`config.mk`:
```
export PLATFORM = sky130hd
export DESIGN_NAME = muldiv_unit
export DESIGN_NICKNAME = d
export VERILOG_FILES = /design/src/rtl/muldiv_unit.sv
export SDC_FILE = /design/constraint.sdc
export NUM_CORES = 1
export LEC_CHECK = 0
export ABC_AREA = 1
export CAP_MARGIN = 0
export CORE_UTILIZATION = 48
export DETAILED_ROUTE_END_ITERATION = 6
export PLACE_DENSITY_LB_ADDON = 0.12
export SYNTH_ARGS = -nofsm -noshare
export SYNTH_HDL_FRONTEND = slang
export SYNTH_SLANG_ARGS = --single-unit
export TNS_END_PERCENT = 50
```
`constraint.sdc`:
```
create_clock -name clock -period 29.4 [get_ports clock]
set_input_delay 8.82 -clock clock [delete_from_list [all_inputs] [get_ports clock]]
set_output_delay 8.82 -clock clock [all_outputs]
set_load 0.05 [all_outputs]
```
`src/rtl/muldiv_unit.sv`:
```
// Iterative 32-bit multiply/divide sequencer that owns the MIPS HI/LO registers.
// A multiply uses LSB-first shift-add and a divide is restoring; each takes 32 iterations plus one FIX cycle.
module muldiv_unit (
  input  logic        clock,
  input  logic        reset,
  input  logic        start,
  input  logic [1:0]  op,
  input  logic [31:0] ReadData1,
  input  logic [31:0] ReadData2,
  input  logic        HIwrite,
  input  logic        LOwrite,
  output logic [31:0] HI,
  output logic [31:0] LO,
  output logic        busy,
  output logic        done,
  output logic [1:0]  state_dbg
);

  localparam logic [1:0] IDLE = 2'd0;
  localparam logic [1:0] CALC = 2'd1;
  localparam logic [1:0] FIX  = 2'd2;

  logic [1:0]  state_q, state_d;
  logic        is_div_q, is_div_d;
  logic [31:0] a_q, a_d;
  logic [31:0] b_q, b_d;
  logic [31:0] raw_a_q, raw_a_d;
  logic [63:0] acc_q, acc_d;
  logic [5:0]  cnt_q, cnt_d;
  logic        neg_q, neg_d;
  logic        rem_neg_q, rem_neg_d;
  logic [31:0] hi_q, hi_d;
  logic [31:0] lo_q, lo_d;
  logic        busy_q, busy_d;
  logic        done_q, done_d;

  // Operand magnitudes and signs; unsigned ops (op[0] = 1) keep the raw values.
  logic        in_signed, a_neg, b_neg;
  logic [31:0] mag_a, mag_b;
  assign in_signed = ~op[0];
  assign a_neg     = in_signed & ReadData1[31];
  assign b_neg     = in_signed & ReadData2[31];
  assign mag_a     = a_neg ? (~ReadData1 + 32'd1) : ReadData1;
  assign mag_b     = b_neg ? (~ReadData2 + 32'd1) : ReadData2;

  // acc holds {partial product, remaining multiplier} while multiplying.
  logic [32:0] mul_sum;
  logic [63:0] mul_next;
  assign mul_sum  = {1'b0, acc_q[63:32]} + (acc_q[0] ? {1'b0, a_q} : 33'd0);
  assign mul_next = {mul_sum, acc_q[31:1]};

  // acc holds {remainder, quotient} while dividing; bit 32 of the shifted remainder is kept.
  logic [32:0] div_sh, div_sub;
  logic        div_ge;
  logic [63:0] div_next;
  assign div_sh   = acc_q[63:31];
  assign div_sub  = div_sh - {1'b0, b_q};
  assign div_ge   = div_sh >= {1'b0, b_q};
  assign div_next = {(div_ge ? div_sub[31:0] : div_sh[31:0]), acc_q[30:0], div_ge};

  logic [63:0] prod_fix;
  logic [31:0] quot_fix, rem_fix;
  assign prod_fix = neg_q ? (~acc_q + 64'd1) : acc_q;
  assign quot_fix = neg_q ? (~acc_q[31:0] + 32'd1) : acc_q[31:0];
  assign rem_fix  = rem_neg_q ? (~acc_q[63:32] + 32'd1) : acc_q[63:32];

  always_comb begin
    state_d   = state_q;
    is_div_d  = is_div_q;
    a_d       = a_q;
    b_d       = b_q;
    raw_a_d   = raw_a_q;
    acc_d     = acc_q;
    cnt_d     = cnt_q;
    neg_d     = neg_q;
    rem_neg_d = rem_neg_q;
    hi_d      = hi_q;
    lo_d      = lo_q;
    busy_d    = busy_q;
    done_d    = 1'b0;
    case (state_q)
      IDLE: begin
        if (start) begin
          is_div_d  = op[1];
          a_d       = mag_a;
          b_d       = mag_b;
          raw_a_d   = ReadData1;
          neg_d     = a_neg ^ b_neg;
          rem_neg_d = a_neg;
          acc_d     = op[1] ? {32'd0, mag_a} : {32'd0, mag_b};
          cnt_d     = 6'd0;
          busy_d    = 1'b1;
          state_d   = CALC;
        end else begin
          if (HIwrite) hi_d = ReadData1;
          if (LOwrite) lo_d = ReadData1;
        end
      end
      CALC: begin
        acc_d = is_div_q ? div_next : mul_next;
        cnt_d = cnt_q + 6'd1;
        if (cnt_q == 6'd31) state_d = FIX;
      end
      FIX: begin
        if (!is_div_q) begin
          hi_d = prod_fix[63:32];
          lo_d = prod_fix[31:0];
        end else if (b_q == 32'd0) begin
          hi_d = raw_a_q;
          lo_d = 32'hFFFF_FFFF;
        end else begin
          hi_d = rem_fix;
          lo_d = quot_fix;
        end
        busy_d  = 1'b0;
        done_d  = 1'b1;
        state_d = IDLE;
      end
      default: begin
        busy_d  = 1'b0;
        state_d = IDLE;
      end
    endcase
  end

  always_ff @(posedge clock or posedge reset) begin
    if (reset) begin
      state_q   <= IDLE;
      is_div_q  <= 1'b0;
      a_q       <= 32'd0;
      b_q       <= 32'd0;
      raw_a_q   <= 32'd0;
      acc_q     <= 64'd0;
      cnt_q     <= 6'd0;
      neg_q     <= 1'b0;
      rem_neg_q <= 1'b0;
      hi_q      <= 32'd0;
      lo_q      <= 32'd0;
      busy_q    <= 1'b0;
      done_q    <= 1'b0;
    end else begin
      state_q   <= state_d;
      is_div_q  <= is_div_d;
      a_q       <= a_d;
      b_q       <= b_d;
      raw_a_q   <= raw_a_d;
      acc_q     <= acc_d;
      cnt_q     <= cnt_d;
      neg_q     <= neg_d;
      rem_neg_q <= rem_neg_d;
      hi_q      <= hi_d;
      lo_q      <= lo_d;
      busy_q    <= busy_d;
      done_q    <= done_d;
    end
  end

  assign HI        = hi_q;
  assign LO        = lo_q;
  assign busy      = busy_q;
  assign done      = done_q;
  assign state_dbg = state_q;

endmodule

```
Word level (Yosys, flattened, before mapping)
Index checks and enable logic that the tools add are counted.
Widths: inputs -> output; s select.
- equality and inequality tests: 8
- bitwise gates (word level): 10
- reduce and logical (&&, ||, !) cells: 10
- multiplexer cells: 29
- $add $sub $neg: 8
- $lt $le $gt $ge: 1
- operators with widths (operator ; number):
    $mux 32 ; 15
    $mux 64 ; 3
    $add 32x1->32 const B ; 4
    $not 32->32 ; 4
    $pmux 32 s2 ; 2
    $pmux 64 s2 ; 1
    $add 64x1->64 const B ; 1
    $not 64->64 ; 1
    $add 32x32->33 ; 1
    $ge 33x32->1 ; 1
    $logic_not 32->1 ; 1
    $sub 32x32->32 ; 1
    $pmux 6 s2 ; 1
    $ne 2x2->1 const B ; 5
    $reduce_and 2->1 ; 4
    $add 6x1->6 const B ; 1
    $eq 6x5->1 const B ; 1
    $mux 6 ; 1
    $reduce_and 3->1 ; 2
    $mux 2 ; 2
    $pmux 2 s2 ; 1
    $reduce_bool 2->1 ; 2
    $and 1x1->1 ; 2
    $eq 2x1->1 const B ; 1
    other kinds (6) ; 8
- register bits: 237
- bits of input ports: 71
- word-level logic and storage cells: 79

Depth between registers and ports, before layout
Gate-level depths: netlist of run 1.
- depth in word-level cells: 6
- gate-level depth with buffers: 22
- depth with buffers taken out: 20

Least setup slack after synthesis of run 1
OpenSTA, ideal clock, no wires.
- path type: input to register
- from: input port ReadData1[1]
- to: register acc_q[12]
- buffers on the path: 0
- data arrival time: 10.152 ns
- stages on the path: 11
- path slack: 19.171 ns
- data required time: 29.323 ns
- cells stage by stage: inv_1 -> ha_1 -> nand3_1 -> nor2_1 -> nand2_1 -> o21ai_0 -> xor2_1 -> inv_1 -> nand2_1 -> o211ai_1 -> a21oi_1
- word-level cells in the longest chain between the ends: 6
- RTL lines (item ; RTL line ; text):
    start: declaration ; 8 ; input logic [31:0] ReadData1,
    $not 32->32 ; 43 ; assign mag_a = a_neg ? (~ReadData1 + 32'd1) : ReadData1;
    $add 32x1->32 ; 43 ;
    $mux 32 ; 43 ;
    $mux 32 ; 90 ; acc_d = op[1] ? {32'd0, mag_a} : {32'd0, mag_b};
    $mux 64 ; 83 ; if (start) begin
    $pmux 64 s2 ; 81 ; case (state_q)
    end signal: assignment ; 133 ; acc_q <= 64'd0;
    end signal: assignment ; 147 ; acc_q <= acc_d;
    end: declaration ; 28 ; logic [63:0] acc_q, acc_d;
Every way passes these cells. The select of a mux whose other input is x is not followed.
A chain may end at the register's enable or synchronous reset.

Worst setup path in the final report of run 1
- from: input port op[0]
- to: register acc_q[3]
- word-level cells in the longest chain between the ends: 6
- RTL lines (item ; RTL line ; text):
    start: declaration ; 7 ; input logic [1:0] op,
    $not 1->1 * ; 40 ; assign in_signed = ~op[0];
    $and 1x1->1 (on tied branches) ; 42, 41 ;
    $mux 32 (on tied branches) ; 44, 43 ;
    $mux 32 * ; 90 ;
    $mux 64 * ; 83 ;
    $pmux 64 s2 * ; 81 ;
Mark *: on every way between the ends. The rest lies on a longest branch, timed or not. The select of a mux whose other input is x is not followed.

==> results by stage, run 1 <==
Detailed routing:
- The total iterations of the first detailed-routing run is 7.
- The first routing iteration left 3654 violations.
- Once detail routing completed, the nets flagged for antenna violations numbered 0.
- The routed length per instance is 22.8 um.
- The total via count after detailed routing is 24800.
- The detail-routed via count per cell is 5.94.
- In the routed design, unresolved DRC markers number 0.
- The total wire length is 95300 um.

Floorplan:
- After floorplanning, the core was sized to cover 43100 um^2.
- Row generation in the floorplan step produced 76 rows.
- 139 I/O pins were placed.
- The floorplan die width is 211 um.
- Measured along the y axis, the die boundary spans 211 um.
- The effective utilization at floorplan is 0.487.
- The die covers 44600 um^2.

Critical path:
- The worst setup path is captured at a flip-flop.
- In this design, the stage delay of the slowest critical-path cell is 0.90 ns.
- The number of buffers and inverters on the critical path is 2.
- The data arrival time of the critical path is 11.73 ns.
- The worst-path maximum fanout is 30.
- The most numerous cell type found on the critical path is sky130_fd_sc_hd__nand3_1.
- The data required time at the worst endpoint is 29.92 ns.
- The cell class contributing the biggest share of worst-path delay is simple AND/OR/NAND/NOR gates.
- The slowest stage of the critical path belongs to the cell sky130_fd_sc_hd__nor2_2.
- The setup path with the least slack is of type primary input to flip-flop.
- The launch point of the critical path is op[0].
- The worst register-to-register path begins at acc_q[31]$_DFFE_PP0P_.
- Walking the worst path, the cells encountered are clkdlybuf4s50_1, nor2_2, inv_1, or2_2, xor2_1, nand2_1, nand3_1, nand3_1, o21ai_0.
- The startpoint type of the worst setup path is a primary input.

Yosys:
- Of the total synthesized cell area, the portion taken by XOR and XNOR cells is 0.0372.
- Of the total synthesized cell area, the portion taken by full adders, half adders and majority gates is 0.0431.
- The share of synthesized area in the top cell type comes to 0.281.
- The area fraction in and, or, nand and nor cells after synthesis is 0.416.
- Synthesis produced 3511 cells.
- The cell taking the most area after synthesis is sky130_fd_sc_hd__dfrtp_1.
- The most used flip-flop cell after synthesis is sky130_fd_sc_hd__dfrtp_1.
- The number of enable flip-flop cells after synthesis is 0.
- In the post-synthesis netlist, the biggest area contributors are sky130_fd_sc_hd__dfrtp_1, sky130_fd_sc_hd__nand2_1, sky130_fd_sc_hd__nand3_1.
- The cell area after synthesis is 21000 um^2.
- After synthesis the netlist holds a flip-flop and latch count of 236.
- The number of different library cells used by synthesis comes to 42.
- The dominant combinational cell family by area after synthesis is simple AND/OR/NAND/NOR gates.
- The post-synthesis async set-or-reset flop share is 1.00.
- The sequential fraction of the synthesis area is 0.281.
- The multiplexer share of the synthesized area is 0.
- The Yosys step of the flow raised 0 warnings.
- The average cell area after synthesis is 5.98 um^2.
- The post-synthesis net count is 3653.
- The compound-cell area share of the yosys netlist is 0.121.

Clocking:
- The total clock sinks is 236.
- Once the clock tree was built, the setup fixing pass inserted 0 buffers.
- The total CTS buffers is 29.
- CTS built an H-tree with a depth of 1.
- At the later pin of the worst-skew pair, clock insertion delay measures 0.61 ns.
- The number of resized instances in the post-cts repair step is 0.
- The longest clock path from root to sink contains 3 buffers.
- After clock tree synthesis, the flow added hold-fix buffers numbering 0.
- The tree is rooted in a sky130_fd_sc_hd__clkbuf_16.
- TritonCTS built the clock tree.
- After clock tree synthesis, the clock-pin slew on the worst setup and hold paths is 0.06 ns.

STA:
- The smallest clock period supported by the final layout is computed as 11.21 ns.
- Based on the critical path, the design can be clocked at up to 89.2 MHz.
- The worst setup skew after layout is 0.0262 ns.
- Of the available clock period, the critical path in the final layout requires 0.381.
- The total negative slack for setup checks is 0 ns.
- The slew at the pin closest to its max-slew limit is 1.08 ns.
- The worst pin sits at a relative slew slack of 0.277.
- The worst hold slack across all endpoints is 0.471 ns.
- Setup repair after global routing left no endpoint under its margin.
- The total count of hold-check failures in the final report is 0.
- The number of max-slew violations in the final report is 0.
- Setup violations remaining at the end of the flow were counted as 0.

Power and ir drop:
- The cell leakage power is 11.8 nW.
- IR analysis of the VDD net gives a maximum drop of 141 uV.
- For this design the ratio of total power to cell area is 135 nW/um^2.

Place:
- The number of buffers inserted by port buffering is 138.
- In this run, placement finished with an instance count of 4129.
- The global placer's final weighted congestion is 1.05.
- Summed over all nets, the half-perimeter wirelength after detailed placement is 74900 um.

Global routing:
- The first global-routing pass estimated 141000 um of wire.
- The via count of the first global-routing pass is 23000.
- The number of antenna violations at the first check in global routing is 4.
- Entering global routing, the biggest net connects 113 pins.
- Across every metal layer, demand over resource in global routing totals 0.424.
- The overflow left after global routing is 0.

Finish:
- The filler cells instantiated in the layout total 4491.
- The number of standard cells in the layout, taps in and fillers out is 4180.
- The final layout net count is 3717.
- Of the cells placed in the final design, the portion with a size suffix greater than 1 is 0.0345.
- From synthesis to final layout, the design area changed by 13.4%.

Min path:
- The path class of the tightest hold or removal check is flip-flop to flip-flop.
- The startpoint of the worst hold path is cnt_q[5]$_DFFE_PP0P_.

Job:
- The tool flagged a number of max-cap violations equal to 0.

Outcome:
- The flow ran to the end, and the final reports show no timing, DRC or antenna violations.
==> routing by layer <==
metal | share of wire | track usage
met1 | 0.40 | 0.574
met4 | 0.071 | 0.251
met5 | 0.00084 | 0
met3 | 0.11 | 0.0932
met2 | 0.41 | 0.617
==> cell usage in the layout, fill, tap and decap left out, types with 22 or more instances in the layout <==
cell type,synthesis,layout
sky130_fd_sc_hd__clkdlybuf4s50_1,0,138
sky130_fd_sc_hd__nand3_1,361,361
sky130_fd_sc_hd__a21oi_1,179,179
sky130_fd_sc_hd__nor3_1,22,22
sky130_fd_sc_hd__dfrtp_1,236,234
sky130_fd_sc_hd__o21ai_0,209,209
sky130_fd_sc_hd__clkbuf_16,0,29
sky130_fd_sc_hd__ha_1,69,69
sky130_fd_sc_hd__buf_4,3,22
sky130_fd_sc_hd__nor2_1,444,441
sky130_fd_sc_hd__nand2_1,1135,1135
sky130_fd_sc_hd__inv_1,414,410
sky130_fd_sc_hd__a31oi_1,37,37
sky130_fd_sc_hd__nand4_1,63,63
sky130_fd_sc_hd__xor2_1,72,72
==> worst paths after layout <==
kind	end	slack, ns	cells past startpoint
worst max-delay path	acc_q[3]$_DFFE_PP0P_	18.19	9
worst min-delay path	state_dbg[1]$_DFFE_PP0P_	0.47	1
worst max register to register	acc_q[40]$_DFFE_PP0P_	25.86	11
worst min register to register	state_dbg[1]$_DFFE_PP0P_	0.47	1
max in group asynchronous	raw_a_q[11]$_DFFE_PP0P_	19.08	3
min in group asynchronous	HI[26]$_DFFE_PP0P_	8.75	2
==> metrics by stage <==
step / setup slack [ns] / instance area (um^2) / utilization / total power, mW
2_1_floorplan: 14.11 / 21000 / - / 2.09
3_3_place_gp: 17.72 / 22800 / 0.528 / 2.72
3_5_place_dp: 17.68 / 22800 / 0.528 / 2.75
4_1_cts: 18.30 / 23800 / 0.552 / 3.15
5_1_grt: 17.94 / 23800 / 0.552 / 3.44
6_report: 18.19 / 23800 / 0.552 / 3.21
==> kinds of logic (layout without fill, tap and decap cells) <==
group,count (synthesis),in the layout
and+or+nand+nor,2088,2088
buffers and inverters,551,634
AOI/OAI and AO/OA,476,476
DFF,236,236
xor gates and xnor gates,89,89
adders and majority gates,71,71
other,0,1
==> cells in the mapped netlist (5+ instances only) <==
| library cell | instances |
|---|---|
| sky130_fd_sc_hd__o211ai_1 | 16 |
| sky130_fd_sc_hd__o21ai_0 | 209 |
| sky130_fd_sc_hd__nor3_1 | 22 |
| sky130_fd_sc_hd__nand3_2 | 5 |
| sky130_fd_sc_hd__nand3b_1 | 14 |
| sky130_fd_sc_hd__o21bai_1 | 8 |
| sky130_fd_sc_hd__nand2_1 | 1135 |
| sky130_fd_sc_hd__a22oi_1 | 15 |
| sky130_fd_sc_hd__a21oi_1 | 179 |
| sky130_fd_sc_hd__nand3_1 | 361 |
| sky130_fd_sc_hd__inv_2 | 6 |
| sky130_fd_sc_hd__nand4_1 | 63 |
| sky130_fd_sc_hd__xnor2_1 | 17 |
| sky130_fd_sc_hd__or2_2 | 10 |
| sky130_fd_sc_hd__nor2_2 | 11 |
| sky130_fd_sc_hd__a31oi_1 | 37 |
| sky130_fd_sc_hd__buf_2 | 17 |
| sky130_fd_sc_hd__nor2_1 | 444 |
| sky130_fd_sc_hd__buf_1 | 15 |
| sky130_fd_sc_hd__clkbuf_1 | 90 |
| sky130_fd_sc_hd__ha_1 | 69 |
| sky130_fd_sc_hd__dfrtp_1 | 236 |
| sky130_fd_sc_hd__xor2_1 | 72 |
| sky130_fd_sc_hd__nor2_4 | 6 |
| sky130_fd_sc_hd__o21ai_1 | 6 |
| sky130_fd_sc_hd__inv_1 | 414 |
==> registers in the layout, indices dropped and copies added, names as in the netlist, 2 cells and up <==
name / cells
HI: 32
LO: 32
a_q: 32
acc_q: 64
b_q: 32
cnt_q: 6
raw_a_q: 31
state_dbg: 2
==> where the power goes <==
part | switching [mW] | total, mW | internal [mW]
combinational | 1.44 | 2.11 | 0.665
sequential | 0.223 | 0.709 | 0.486
clock | 0.160 | 0.393 | 0.233
total | 1.83 | 3.21 | 1.38
==> final cells by class <==
cell class	count	area, um^2	share of cell area
antenna	1	2.50	0.000105
clock inverter	13	193	0.00810
inverter	424	1600	0.0673
timing repair buffer	160	1550	0.0650
sequential	236	5910	0.248
tap	585	732	0.0308
clock buffer	37	826	0.0347
multi-input combinational	2724	13000	0.546
Power figures use the tool's default switching activity.
==> inputs of run 2 (changes only) <==
- clock period: 29.4 -> 9.55 ns (I/O delays scaled with it)
==> run 2 against run 1 <==
  * Worst setup slack worse by 14 ns
  * Clock skew is 0.0078 ns lower
  * Register-to-register slack worse by 20 ns
  * Critical path depth decreased by 8
  * Hold slack lost 0.0038 ns
  * Routed wire length fell by 2.3%
  * Cell count barely moved
  * Die area unchanged
  * Critical path type is now flip-flop to output pin
  * Critical endpoint is now state_dbg[1]
  * Sequential share of layout area about the same
==> results by stage, run 2 (synthesized netlist as in run 1, its figures left out) <==
Power and ir drop:
- For this design the static power due to leakage is 11.8 nW.
- The proportion of power drawn by flip-flops and latches is 0.220.
- The maximum VDD drop is 371 uV.
- The part of the power in combinational logic is 0.659.
- Internal power comes to 4.24 mW.
- The total net switching power is 5.59 mW.
- Of the total power, the share spent switching nets is 0.569.
- The share of total power dissipated in the clock network is 0.121.
- The power density relative to cell area is 413 nW/um^2.

Finish:
- At the end of the flow the core is filled with cells to 0.552.
- The area growth from synthesis to final layout is 13.4%.
- acc_q holds more flip-flops than any other register.
- The number of standard cells in the layout, taps in and fillers out is 4183.
- The register with the most flip-flops in the layout has 64 of them.
- The count of antenna diodes in the layout is 0.
- After the last flow step, the layout net total stands at 3717.
- Counting the fill cells in the layout gives 4458.
- The final standard cell area without fillers is 23800 um^2.
- The most common library cell in the layout ignoring fill and taps is sky130_fd_sc_hd__nand2_1.
- Of the cells placed in the final design, the portion with a size suffix greater than 1 is 0.0350.
- In the layout the commonest cells are sky130_fd_sc_hd__nand2_1, sky130_fd_sc_hd__nor2_1, sky130_fd_sc_hd__inv_1.

Clocking:
- The clock insertion delay at the later pin of the skew report is 0.60 ns.
- The number of setup buffers added after CTS is 0.
- The clock-pin slew of the registers on the worst-case setup and hold paths is 0.06 ns.
- The clock net in this run drives a total of 236 sinks.
- Once the clock tree was built, the resizer swapped 0 gates to a different size.
- Counting the buffers created by CTS gives 29.
- Clock tree synthesis selected as its root buffer the cell sky130_fd_sc_hd__clkbuf_16.
- The longest clock path from root to sink contains 3 buffers.
- The total of hold buffers inserted after clock tree synthesis is 0.
- The TritonCTS clock tree is built.
- CTS built an H-tree with a depth of 1.

Critical path:
- In this run the number of cells on the critical path is 1.
- The critical path is of the flip-flop to output pin type.
- On the worst path, the slowest cell contributes a delay of 0.88 ns.
- The number of cells on the worst reg-to-reg path is 15.
- At the worst endpoint, the arrival time is 2.02 ns.
- STA puts the critical path data required time at 6.69 ns.
- The startpoint type of the worst setup path is a flip-flop.
- Counting both buffers and inverters, the worst setup path holds a total of 1.
- The cell class contributing the biggest share of worst-path delay is buffers and inverters.
- The critical path endpoint category is an output pin.
- The slack of the worst reg-to-reg path is 6.19 ns.
- The worst-path maximum fanout is 5.
- Traced cell by cell, the critical path runs through clkdlybuf4s50_1.
- The slowest stage of the critical path is the sky130_fd_sc_hd__clkdlybuf4s50_1 cell.

Floorplan:
- 139 I/O pins were placed.
- The total die area is 44600 um^2.
- The initial utilization of the core area, before any placement, comes to 0.487.
- The height of the chip is 211 um.
- The total area inside the core boundary comes to 43100 um^2.
- The floorplan die width is 211 um.
- The floorplan has 76 rows.

Detailed routing:
- In the final routed layout, each cell accounts on average for 22.2 um.
- After the first detailed-routing iteration, the DRC count stood at 2961.
- The routed design has 93000 um of wire.
- The total iterations of the first detailed-routing run is 6.
- Using the TritonRoute via totals, the vias-per-cell ratio works out to 5.87.
- The count of nets left with antenna violations after detail routing is 0.
- The number of remaining DRC errors is 0.
- The total via count after detailed routing is 24500.

Place:
- The number of placed instances, taps included, is 4129.
- Detailed placement ended at an HPWL of 73500 um.
- The congestion estimate from routability-driven global placement came to 1.07.
- The post-place instance area is 22800 um^2.
- Port buffering added 138 buffers.

Global routing:
- The total overflow left after global routing is 0.
- The overall fraction of global-route tracks in use is 0.417.
- The number of antenna violations at the first check in global routing is 11.
- The wire length of the first global-routing pass is 139000 um.
- Entering global routing, the biggest net connects 154 pins.
- The via count of the first global-routing pass came to 22800.

STA:
- After layout, the minimum clock period comes to 4.89 ns.
- The total negative slack for setup checks is 0 ns.
- Of the available clock period, the critical path in the final layout requires 0.512.
- The slew at the pin closest to its max-slew limit is 1.05 ns.
- The total count of hold-check failures in the final report is 0.
- The worst setup skew after layout is 0.0184 ns.
- Based on the critical path, the design can be clocked at up to 205 MHz.
- The number of max-slew violations in the final report is 0.
- Setup repair after global routing left no endpoint under its margin.
- The tightest slew margin relative to the limit is 0.298.
- Setup violations remaining at the end of the flow were counted as 0.

Job:
- The tool flagged a number of max-cap violations equal to 0.

Min path:
- The kind of path behind the tightest hold check is flip-flop to flip-flop.
- The depth of the worst hold-timing path is 1.

Outcome:
- The run finished with clean final reports.
run 2: cell types whose count changed in the layout (fill, tap and decap cells not counted), sizes merged:
cell and change:
clkinv +8, clkinvlp -3, clkbuf -1, diode -1
run 2: per-stage QoR:
stage          total power, mW  worst slack (ns)  hold WS [ns]
5_1_grt                   10.6              4.60         0.490
2_1_floorplan             6.43             0.210         0.429
3_3_place_gp              8.37              4.22         0.448
3_5_place_dp              8.46              4.23         0.465
6_report                  9.84              4.66         0.467
4_1_cts                   9.68              4.65         0.472
run 2: power by group through the flow:
stage	logic, mW	clock network (mW)	registers [mW]
final	6.49	1.19	2.16
after global routing	7.15	1.23	2.19
after CTS	6.35	1.19	2.14
after detailed placement	6.31	0	2.15
after global placement	6.23	0	2.14
after floorplan	4.13	0	2.29
run 2: cell type report:
| type | instances | area [um^2] | area share |
|---|---|---|---|
| inverter | 424 | 1600 | 0.0673 |
| multi-input combinational | 2724 | 13000 | 0.546 |
| clock inverter | 18 | 218 | 0.00915 |
| tap | 585 | 732 | 0.0308 |
| clock buffer | 36 | 792 | 0.0333 |
| sequential | 236 | 5910 | 0.248 |
| timing repair buffer | 160 | 1560 | 0.0655 |
run 2: path summary, 6_finish.rpt:
| check | startpoint | endpoint |
|---|---|---|
| max | state_dbg[1]$_DFFE_PP0P_ | state_dbg[1] |
| min | cnt_q[5]$_DFFE_PP0P_ | state_dbg[1]$_DFFE_PP0P_ |
| max reg2reg | acc_q[42]$_DFFE_PP0P_ | acc_q[40]$_DFFE_PP0P_ |
| min reg2reg | cnt_q[5]$_DFFE_PP0P_ | state_dbg[1]$_DFFE_PP0P_ |
| max in group asynchronous | reset | is_div_q$_DFFE_PP0P_ |
| min in group asynchronous | reset | HI[29]$_DFFE_PP0P_ |
run 2: metal layers:
| layer | part of all wire | up-vias | track usage | wire, um |
|---|---|---|---|---|
| met1 | 0.41 | 11500 | 0.557 | 37900 |
| met5 | 0.0015 | - | 0 | 142 |
| met4 | 0.055 | 20 | 0.205 | 5140 |
| met2 | 0.43 | 1355 | 0.626 | 39700 |
| met3 | 0.11 | 260 | 0.104 | 10200 |
| li1 | - | 11400 | - | - |
